<file path="src/rtl/uart_arb_pkg.sv">
// Shared types and helpers for the UART transmit arbiter.
package uart_arb_pkg;

  // Arbiter sequencing states, one byte per pass through the loop.
  typedef enum logic [2:0] {
    IDLE,
    ISSUE,
    WAIT_START,
    WAIT_DONE,
    GAP
  } arb_state_t;

  // Default byte width for requesters and the transmitter.
  localparam int DATA_W_DEF = 8;

  // Width of an index able to address n requesters (at least one bit).
  function automatic int idx_w(input int n);
    return (n <= 2) ? 1 : $clog2(n);
  endfunction

endpackage

</file>
<file path="src/rtl/rr_pick.sv">
// Combinational round-robin selector: first set request after 'last',
// scanning last+1, last+2, ... modulo N. Usable for any shared resource.
module rr_pick #(
  parameter int N  = 4,
  parameter int IW = 2
) (
  input  logic [N-1:0]  req,
  input  logic [IW-1:0] last,
  output logic          valid,
  output logic [IW-1:0] index
);

  // cand[gi] is the requester examined at scan position gi.
  logic [IW-1:0] cand [N];
  logic [N-1:0]  hit;

  genvar gi;
  generate
    for (gi = 0; gi < N; gi++) begin : g_cand
      assign cand[gi] = IW'((32'(last) + 32'(gi) + 32'd1) % 32'(N));
      assign hit[gi]  = req[cand[gi]];
    end
  endgenerate

  // Lowest scan position with a request wins; iterate high to low so it lands last.
  always_comb begin
    valid = 1'b0;
    index = '0;
    for (int i = N - 1; i >= 0; i--) begin
      if (hit[i]) begin
        valid = 1'b1;
        index = cand[i];
      end
    end
  end

endmodule

</file>
<file path="src/rtl/uart_tx_arbiter.sv">
// Shares one UART transmitter among NUM_REQ byte producers. One byte per
// grant, round-robin, sequenced against the transmitter busy flag with an
// inter-byte gap and a timeout in case busy never rises.
module uart_tx_arbiter
  import uart_arb_pkg::*;
#(
  parameter int NUM_REQ      = 4,
  parameter int DATA_W       = DATA_W_DEF,
  parameter int GAP_CYCLES   = 2,
  parameter int BUSY_TIMEOUT = 15,
  parameter int CNT_W        = 8,
  localparam int IW          = idx_w(NUM_REQ)
) (
  input  logic                      clk,
  input  logic                      rst_n,
  input  logic [NUM_REQ-1:0]        req,
  input  logic [NUM_REQ*DATA_W-1:0] req_data,
  output logic [NUM_REQ-1:0]        ack,
  output logic [DATA_W-1:0]         tx_data,
  output logic                      tx_wrsig,
  input  logic                      tx_busy,
  output logic [IW-1:0]             grant_id,
  output logic                      arb_busy
);

  localparam logic [CNT_W-1:0] TIMEOUT_LAST = CNT_W'(BUSY_TIMEOUT - 1);
  localparam logic [CNT_W-1:0] GAP_LAST     = CNT_W'(GAP_CYCLES - 1);
  localparam logic [IW-1:0]    LAST_RST     = IW'(NUM_REQ - 1);
  // With no gap configured the frame end returns straight to arbitration.
  localparam arb_state_t       AFTER_FRAME  = (GAP_CYCLES == 0) ? IDLE : GAP;

  arb_state_t        state_reg, state_next;
  logic [CNT_W-1:0]  cnt_reg, cnt_next;
  logic [IW-1:0]     last_reg;
  logic [IW-1:0]     grant_reg;
  logic [DATA_W-1:0] data_reg;
  logic              load;
  logic              pick_valid;
  logic [IW-1:0]     pick_idx;

  // Requester bytes unpacked so the winner can be selected by index.
  logic [DATA_W-1:0] req_bytes [NUM_REQ];

  genvar gi;
  generate
    for (gi = 0; gi < NUM_REQ; gi++) begin : g_bytes
      assign req_bytes[gi] = req_data[gi*DATA_W +: DATA_W];
    end
  endgenerate

  rr_pick #(
    .N  (NUM_REQ),
    .IW (IW)
  ) u_pick (
    .req   (req),
    .last  (last_reg),
    .valid (pick_valid),
    .index (pick_idx)
  );

  // State and gap/timeout counter registers.
  always_ff @(posedge clk or negedge rst_n) begin
    if (!rst_n) begin
      state_reg <= IDLE;
      cnt_reg   <= '0;
    end else begin
      state_reg <= state_next;
      cnt_reg   <= cnt_next;
    end
  end

  // Capture winner and its byte in the arbitration cycle; held until the next one.
  always_ff @(posedge clk or negedge rst_n) begin
    if (!rst_n) begin
      last_reg  <= LAST_RST;
      grant_reg <= '0;
      data_reg  <= '0;
    end else if (load) begin
      last_reg  <= pick_idx;
      grant_reg <= pick_idx;
      data_reg  <= req_bytes[pick_idx];
    end
  end

  // Next state, counter update and the ISSUE-only strobe/ack pulses.
  always_comb begin
    state_next = state_reg;
    cnt_next   = cnt_reg;
    load       = 1'b0;
    tx_wrsig   = 1'b0;
    ack        = '0;
    arb_busy   = (state_reg != IDLE);
    unique case (state_reg)
      IDLE: begin
        // A transmitter still busy with a foreign frame blocks arbitration.
        if (pick_valid && !tx_busy) begin
          load       = 1'b1;
          state_next = ISSUE;
        end
      end
      ISSUE: begin
        tx_wrsig        = 1'b1;
        ack[grant_reg]  = 1'b1;
        cnt_next        = '0;
        state_next      = WAIT_START;
      end
      WAIT_START: begin
        if (tx_busy) begin
          state_next = WAIT_DONE;
        end else if (cnt_reg == TIMEOUT_LAST) begin
          // Busy never showed up: treat the byte as sent.
          cnt_next   = '0;
          state_next = AFTER_FRAME;
        end else begin
          cnt_next = cnt_reg + 1'b1;
        end
      end
      WAIT_DONE: begin
        if (!tx_busy) begin
          cnt_next   = '0;
          state_next = AFTER_FRAME;
        end
      end
      GAP: begin
        if (cnt_reg == GAP_LAST) begin
          cnt_next   = '0;
          state_next = IDLE;
        end else begin
          cnt_next = cnt_reg + 1'b1;
        end
      end
      default: begin
        state_next = IDLE;
      end
    endcase
  end

  assign tx_data  = data_reg;
  assign grant_id = grant_reg;

endmodule

</file>
<file path="config.mk">
export PLATFORM = sky130hd
export DESIGN_NAME = uart_tx_arbiter
export DESIGN_NICKNAME = d
export VERILOG_FILES = /design/src/rtl/uart_arb_pkg.sv /design/src/rtl/rr_pick.sv /design/src/rtl/uart_tx_arbiter.sv
export SDC_FILE = /design/constraint.sdc
export NUM_CORES = 1
export LEC_CHECK = 0
export CAP_MARGIN = 15
export CORE_MARGIN = 5
export CORE_UTILIZATION = 25
export DETAILED_ROUTE_END_ITERATION = 16
export MAX_ROUTING_LAYER = met4
export PLACE_DENSITY_LB_ADDON = 0.2
export RECOVER_POWER = 50
export SETUP_SLACK_MARGIN = 0.1
export SYNTH_ARGS = -nofsm -noshare
export SYNTH_HDL_FRONTEND = slang
export SYNTH_SLANG_ARGS = --single-unit
</file>
<file path="constraint.sdc">
create_clock -name clk -period 5.1 [get_ports clk]
set_input_delay 1.53 -clock clk [delete_from_list [all_inputs] [get_ports clk]]
set_output_delay 1.53 -clock clk [all_outputs]
set_load 0.005 [all_outputs]
</file>
Word level (Yosys, flattened, before mapping)
Index checks and enable logic that the tools add are counted.
{"block": "totals", "regBits": 23, "elab_cells": 75, "out_inout_bits": 16}
{"block": "op_classes", "n_addsub": 7, "eq_ne": 11, "magnitude_cmp": 7, "mux": 36, "bitwise": 1, "n_reduce_logical": 8}
{"op": "8-bit 2-to-1 mux", "count": 6}
{"op": "8-bit one-hot mux with 4 select lines", "count": 1}
{"op": "8-bit binary-select mux with 2-bit select", "count": 1}
{"op": "2-bit by 3-bit < comparator with 1-bit output (second input constant)", "count": 5}
{"op": "3-bit 2-to-1 mux", "count": 5}
{"op": "3-bit one-hot mux with 5 select lines", "count": 1}
{"op": "1-bit 2-to-1 mux", "count": 12}
{"op": "2-bit by 1-bit adder with 2-bit output (second input constant)", "count": 4}
{"op": "8-bit by 1-bit adder with 8-bit output (second input constant)", "count": 1}
{"op": "1-bit binary-select mux with 2-bit select", "count": 4}
{"op": "8-bit by 1-bit equality test with 1-bit output (second input constant)", "count": 1}
{"op": "8-bit by 4-bit equality test with 1-bit output (second input constant)", "count": 1}
{"op": "2-bit 2-to-1 mux", "count": 4}
{"op": "2-bit != test (second input constant)", "count": 4}
{"op": "3-bit by 2-bit equality test with 1-bit output (second input constant)", "count": 2}
{"op": "2-bit adder (second input constant)", "count": 2}
{"op": "4-bit 2-to-1 mux", "count": 1}
{"op": "4-bit AND reduction", "count": 1}
{"op": "4-bit nonzero test", "count": 1}
{"op": "3-bit by 1-bit equality test with 1-bit output (second input constant)", "count": 1}
{"op": "3-bit equality test (second input constant)", "count": 1}
{"op": "3-bit greater-or-equal comparator (second input constant)", "count": 1}
{"op": "3-bit zero test", "count": 1}
{"op": "3-bit != test (second input constant)", "count": 1}
{"op": "7 further kinds", "count": 8}

Logic depth before layout (Yosys ltp)
Gate-level depths: netlist of run 1.
{"block": "depth", "ltp_word": 12, "ltp_mapped": 7, "depth_no_buf": 7}

Cells and area by module
A second synthesis of run 1 with hierarchy kept.
{"block": "hier_totals", "hier_cells": 129, "hier_area_um2": 1466.4}
{"mod": "uart_tx_arbiter", "n_inst": 1, "cells_per_inst": 115, "area_per_inst_um2": 1382.6}
{"mod": "rr_pick", "n_inst": 1, "cells_per_inst": 14, "area_per_inst_um2": 83.8}

Worst setup path after synthesis of run 1
Ideal clock, no wire load.
{"block": "synth_path", "path_type": "input to register", "from": "input port req[0]", "to": "register data_reg[4], in the netlist tx_data[4]", "t_required_ps": 4962, "path_stages": 6, "setup_slack_ps": 2244, "arrival_ps": 2717, "path_buffers": 1, "setup_time_ps": 138, "cell_sequence": "or4_1 -> and2_1 -> clkbuf_1 -> nand3_1 -> mux2_2 -> o211ai_1"}
{"block": "synth_via", "elab_chain_len": 10, "elab_cells_between_ends": 23}
{"item": "start, declared", "line": "uart_tx_arbiter.sv:16", "text": "input logic [NUM_REQ-1:0] req,"}
{"item": "1-bit binary-select mux with 2-bit select", "line": "rr_pick.sv:21", "text": "assign hit[gi] = req[cand[gi]];"}
{"item": "1-bit 2-to-1 mux (implied by the code)", "line": "rr_pick.sv:21"}
{"item": "2-bit 2-to-1 mux (4 in series)", "line": "rr_pick.sv:30", "text": "if (hit[i]) begin"}
{"item": "2-bit NOT with 3-bit output (implied by the code)", "line": "uart_tx_arbiter.sv:81", "text": "data_reg <= req_bytes[pick_idx];"}
{"item": "8-bit binary-select mux with 2-bit select", "line": "uart_tx_arbiter.sv:81"}
{"item": "8-bit 2-to-1 mux (implied by the code) (2 in series)", "line": "uart_tx_arbiter.sv:81"}
{"item": "end signal, assigned", "line": "uart_tx_arbiter.sv:81"}
{"item": "end, declared", "line": "uart_tx_arbiter.sv:36", "text": "logic [DATA_W-1:0] data_reg;"}
Several ways; a longest one is shown, not always the timed one. The select of a mux whose other input is x is not followed.
A chain may end at the register's enable or synchronous reset.

Worst setup path in the final report of run 1
{"block": "layout_path", "from": "register state_reg[2]", "to": "output port ack[0]"}
{"block": "layout_via", "elab_chain_len": 2}
{"item": "start, declared", "line": "uart_tx_arbiter.sv:32", "text": "arb_state_t state_reg, state_next;"}
{"item": "start signal, assigned", "line": "uart_tx_arbiter.sv:67", "text": "state_reg <= state_next;"}
{"item": "3-bit by 1-bit equality test with 1-bit output", "line": "uart_tx_arbiter.sv:93", "text": "unique case (state_reg)"}
{"item": "4-bit 2-to-1 mux", "line": "uart_tx_arbiter.sv:93"}
{"item": "end, declared", "line": "uart_tx_arbiter.sv:18", "text": "output logic [NUM_REQ-1:0] ack,"}
Every way passes these cells.

==> results.yml, run 1 <==
timing:
  tightest_slew_ps: 1040
  setup_viol: 0
  rsz0062_at_grt: "false"
  period_minus_slack_ps: 3630
  tns_ps: 0
  finalHoldViolations: 0
  fin_ws_ps: 1470
  fin_crit_sh_pct: 71.18
  slew_viol_final: 0
  max_freq_mhz: 275.5
  clock_skew_ps: 5.442
  slew_headroom_pct: 30.67
layout:
  area_delta_synth_final_pct: 40.77
  num_antenna_cells: 0
  fill_cells: 641
  final_util_pct: 35.58
  drive_gt1_share_pct: 13.51
  fin_nets: 265
hold_path:
  whs_path_depth: 2
  hold_class: "reg2reg"
critical_path:
  crit_path_max_incr_delay_ps: 540
  endpoint_kind: "output pin"
  crit_slowest_cell: "dfrtp_1"
  crit_path_frequent_cell: "nor3b_1"
  critPathRequiredTime_ps: 3570
  reg2reg_to: "tx_data[6]$_DFFE_PN0P_"
  startpoint: "state_reg[2]$_DFFE_PN0P_"
  crit_type: "reg2out"
  crit_cells: 3
  crit_family: "simple AND/OR/NAND/NOR gates"
  reg2reg_from: "state_reg[1]$_DFFE_PN0P_"
  path_cells: "nor3b_1 -> nor3b_1 -> clkdlybuf4s50_1"
  path_buf_inv: 1
  cp_max_fo: 10
  r2r_slack_ps: 3020
  arrival_ps: 2100
  startpoint_type: "flop"
  rr_worst_depth: 5
  cp-endpoint: "ack[0]"
job:
  drv_cap: 0
detailed_routing:
  drc: 0
  wirelength_mm: 4.192
  viasPerCell: 4.776
  route.vias.total: 1428
  drt_first_iter_violations: 34
  ant_nets: 0
  drt_pass1_iterations: 4
  wire_per_inst_um: 14.02
power_and_ir_drop:
  worst_ir_drop_vdd_mv: 0.1771
  powerDensity_mw_per_mm2: 432.6
  leakage_nw: 0.8968
logic_synthesis:
  synthCells: 169
  synth_nets: 211
  syn-cell-area_mm2: 0.001587
  synth-seq-cells: 23
  syn_area_per_cell_um2: 9.388
  ys_seq_area_share_pct: 36.44
  synthTopCellsByArea: "dfrtp_1, mux2_2, mux2i_1"
  async_flop_share_pct: 100.0
  yosysTopAreaCell: "dfrtp_1"
  synthDistinctLibCells: 43
  yosysWarningCount: 0
  synth_edf_count: 0
  synth_top_area_share_pct: 33.12
  synth-main-ff-cell: "dfrtp_1"
clock_tree:
  htreeDepth: 1
  cts.hold.buffers_added: 0
  clockRootBuffer: "clkbuf_8"
  post_cts_buffers: 0
  cts_resized: 0
  cts_buffers: 3
  clock_latency_ps: 260
  cts.sinks: 23
  clock_path_buffers: 2
  cts_tree: "built"
  clk_pin_slew_worst_paths_ps: 90
global_route:
  grt_pass1_vias: 1442
  grt_max_degree: 23
  grt_pass1_wl_mm: 6.755
  grt_util_all_layers_pct: 10.93
  overflow: 0
  antenna_found_initial: 0
place:
  port_buffers: 54
  pre_cts_ws_ps: 1519
  place_hpwl_mm: 3.142
  place_congestion: 0.7313
outcome:
  status: "finished clean"
floorplan:
  start_util_pct: 25.27
  chipWidth_um: 89.66
  std_cell_rows: 29
  die_y_um: 89.66
  die_area_mm2: 0.008039
  ios: 55
  coreArea_mm2: 0.006277
## where the power goes
part	internal [W]	leakage, nW	total [W]	switching (W)
logic	0.000271	0.582	0.000514	0.000243
clock network	0.0000558	0.0228	0.000117	0.0000614
registers	0.000253	0.292	0.000334	0.0000810
total	0.000580	0.897	0.000966	0.000386
## Yosys cell counts (4+ instances only)
cell type	count
a21oi_1	4
clkbuf_1	4
dfrtp_1	21
inv_1	5
mux2_2	9
mux2i_1	10
nand2_1	18
nand3_1	19
nor2_1	10
nor2b_1	6
o211ai_1	8
o21ai_0	4
or2_2	4
## final cells by class
class / count / area [µm²] / share of cell area, %
multi-input cells: 133 / 939.7 / 42.07
flip-flops and latches: 23 / 578.1 / 25.88
repair buffers: 57 / 555.5 / 24.87
well taps: 77 / 96.34 / 4.314
clock buffers: 4 / 45.04 / 2.017
inverters: 5 / 18.77 / 0.8403
## worst min path at each step
stage	from	endpoint	slack, ps
final	tx_data[0]$_DFFE_PN0P_	tx_data[0]$_DFFE_PN0P_	510
after global routing	tx_data[3]$_DFFE_PN0P_	tx_data[3]$_DFFE_PN0P_	550
after CTS	tx_data[0]$_DFFE_PN0P_	tx_data[0]$_DFFE_PN0P_	520
after detailed placement	tx_data[0]$_DFFE_PN0P_	tx_data[0]$_DFFE_PN0P_	500
after global placement	tx_data[0]$_DFFE_PN0P_	tx_data[0]$_DFFE_PN0P_	490
after floorplan	last_reg[1]$_DFFE_PN1P_	last_reg[1]$_DFFE_PN1P_	480
## worst reg2reg max path, delay by kind of cell, from the launching register on
family | cells | cell delay, ps
simple gates | 3 | 1130
flops | 1 | 510
mux | 1 | 290
compound gates | 1 | 70
## metal layers
layer | global-route usage [%] | part of all wire (%)
met3 | 1.551 | 4.1
met2 | 16.36 | 47
met5 | - | 0
met1 | 15.16 | 48
met4 | 3.518 | 0.81
## kinds of logic (layout without fill, tap and decap cells)
| group | after synthesis | in the layout | synth area share [%] |
|---|---|---|---|
| AND/OR/NAND/NOR | 75 | 75 | 24.53 |
| flip-flops | 23 | 23 | 36.44 |
| buffers and inverters | 13 | 66 | 4.337 |
| XOR/XNOR | 2 | 2 | 1.104 |
| adder cells (fa/ha/maj) | 3 | 3 | 2.366 |
| AO/OA/AOI/OAI | 33 | 33 | 17.59 |
| multiplexers | 20 | 20 | 13.64 |
## metrics by stage
stage | total power (W) | cells | hold WS [ps] | cell area [µm²]
2_1_floorplan | 0.0006715 | 169 | 477.9 | 1587
4_1_cts | 0.0009915 | 298 | 517.7 | 2233
6_report | 0.0009661 | 299 | 511.7 | 2233
5_1_grt | 0.001052 | 299 | 545.3 | 2233
3_5_place_dp | 0.0008684 | 294 | 496.6 | 2188
3_3_place_gp | 0.0008661 | 294 | 490.5 | 2188
## layout by cell type, fill, tap and decap left out, types with 2 or more instances in the layout
cell,instances
o22ai_1,2
mux2i_1,10
mux2_2,9
dfstp_2,2
a22o_2,2
nand3_1,19
and3_1,3
nor2b_1,6
nand2_1,18
o211ai_1,8
xnor2_1,2
nor3_1,3
dlygate4sd3_1,8
clkdlybuf4s50_1,46
or2_2,4
o21ai_0,4
inv_1,5
nand2b_1,2
a21oi_1,4
clkbuf_8,3
nor3b_1,2
o21ai_1,3
nor2_1,10
clkbuf_1,3
dfrtp_1,21
a22o_1,3
ha_1,3
Power figures use the tool's default switching activity.
==> inputs of run 2 (changes only) <==
Clock period 5.1 ns to 3.27 ns, I/O delays scaled along.
==> run 2 against run 1 <==
- via count fell by 1.1%
- critical path depth rose by 1
- combinational power rose by 66%
- flip-flop and latch count did not move
- core utilization rose by 0.38 points
- clock skew fell by 0.92 ps
- non-clock buffer count rose by 3
- sequential share of layout area fell by 0.27 points
- total power rose by 59%
- sequential power rose by 50%
- count of clock-buffer cells in the layout fell by 1
- largest cell class unchanged
==> results.yml, run 2 (same netlist as run 1, synthesis figures left out) <==
outcome:
  status: "finished clean"
global_route:
  grt_pass1_vias: 1434
  antenna_found_initial: 0
  grt_max_degree: 24
  grt_pass1_wl_mm: 6.858
  overflow: 0
  grt_util_all_layers_pct: 11.19
timing:
  slew_headroom_pct: 10.39
  tightest_slew_ps: 1344
  clock_skew_ps: 4.521
  finalHoldViolations: 0
  tns_ps: 0
  setup_viol: 0
  fin_crit_sh_pct: 90.55
  max_freq_mhz: 337.7
  rsz0062_at_grt: "false"
  slew_viol_final: 0
  period_minus_slack_ps: 2961
critical_path:
  path_cells: "nor3b_1 -> buf_4 -> nor3b_1 -> clkdlybuf4s50_1"
  crit_family: "buffers and inverters"
  critPathRequiredTime_ps: 2290
  endpoint_kind: "output pin"
  cp_max_fo: 10
  path_buf_inv: 2
  startpoint_type: "flop"
  r2r_slack_ps: 1160
  arrival_ps: 1980
  crit_slowest_cell: "dfrtp_1"
  crit_path_max_incr_delay_ps: 530
  crit_type: "reg2out"
  crit_path_frequent_cell: "nor3b_1"
clock_tree:
  cts.sinks: 23
  post_cts_buffers: 0
  clock_path_buffers: 2
  clock_latency_ps: 260
  htreeDepth: 1
  cts.hold.buffers_added: 0
  clockRootBuffer: "clkbuf_8"
  cts_resized: 0
  clk_pin_slew_worst_paths_ps: 90
  cts_tree: "built"
  cts_buffers: 3
power_and_ir_drop:
  worst_ir_drop_vdd_mv: 0.2420
  leakage_nw: 0.9198
  finalPower_w: 0.001536
  powerDensity_mw_per_mm2: 680.3
floorplan:
  coreArea_mm2: 0.006277
  ios: 55
  start_util_pct: 25.27
  std_cell_rows: 29
  die_area_mm2: 0.008039
  chipWidth_um: 89.66
  die_y_um: 89.66
place:
  place_hpwl_mm: 3.154
  place_area_mm2: 0.002218
  port_buffers: 54
  place_congestion: 0.7057
detailed_routing:
  wire_per_inst_um: 14.25
  drt_first_iter_violations: 51
  wirelength_mm: 4.305
  viasPerCell: 4.675
  drc: 0
  ant_nets: 0
  route.vias.total: 1412
  drt_pass1_iterations: 4
job:
  drv_cap: 0
layout:
  fin_nets: 268
  design_area_mm2: 0.002257
  fill_cells: 668
  layout_commonest_cell: "clkdlybuf4s50_1"
  drive_gt1_share_pct: 15.11
  final_cell_mix: "clkdlybuf4s50_1, dfrtp_1, nand3_1, nand2_1"
  regArea_um2: 578.1
  num_antenna_cells: 0
  area_delta_synth_final_pct: 42.27
  multi_input_area_um2: 935.9
hold_path:
  hold_class: "reg2reg"
run 2: cell count changes in the layout (fill, tap and decap cells not counted):
cell      change
buf_4         +4
clkbuf_1      -2
clkinv_2      +1
or4_1         +1
or4_4         -1
run 2: worst paths after layout:
path | startpoint | endpoint | cells after the start
max | state_reg[2]$_DFFE_PN0P_ | ack[0] | 4
min | last_reg[1]$_DFFE_PN1P_ | last_reg[1]$_DFFE_PN1P_ | 2
max reg2reg | state_reg[1]$_DFFE_PN0P_ | tx_data[6]$_DFFE_PN0P_ | 6
min reg2reg | last_reg[1]$_DFFE_PN1P_ | last_reg[1]$_DFFE_PN1P_ | 2
max in group asynchronous | rst_n | state_reg[2]$_DFFE_PN0P_ | 2
min in group asynchronous | rst_n | cnt_reg[2]$_DFFE_PN0P_ | 2
run 2: worst reg2reg max path: stages (launching register included):
cell and delay [ps]:
dfrtp_1 390, buf_4 170, nor4_1 320, and2_1 630, nand3_1 140, mux2_2 290
o211ai_1 90
run 2: final cells by class:
class                           instances  share of cell area (%)
Multi-Input combinational cell        133                   41.46
Timing Repair Buffer                   60                   25.78
Clock inverter                          1                  0.2217
Tap cell                               77                   4.268
Sequential cell                        23                   25.61
Inverter                                5                  0.8315
Clock buffer                            3                   1.829
run 2: stage by stage:
step	hold slack [ps]	cells	worst slack [ps]	utilization (%)
floorplan	477.9	169	963.4	-
global placement	494.3	298	305.1	35.34
detailed placement	498.9	298	239.8	35.34
CTS	514.3	302	223.7	36.08
global route	530.1	302	108.3	35.96
finish	511.7	302	309.0	35.96
run 2: report_power, final:
part | internal, W | switching [W]
Clock | 0.0000851 | 0.0000974
Sequential | 0.000395 | 0.000107
Combinational | 0.000441 | 0.000410
run 2: layer usage:
metal | global-route usage (%) | share of wire (%) | vias to the layer above
li1 | - | - | 729
met1 | 16.67 | 51 | 658
met2 | 15.69 | 46 | 23
met3 | 1.095 | 2.9 | 2
met4 | 3.654 | 0.63 | 0
met5 | - | 0 | -
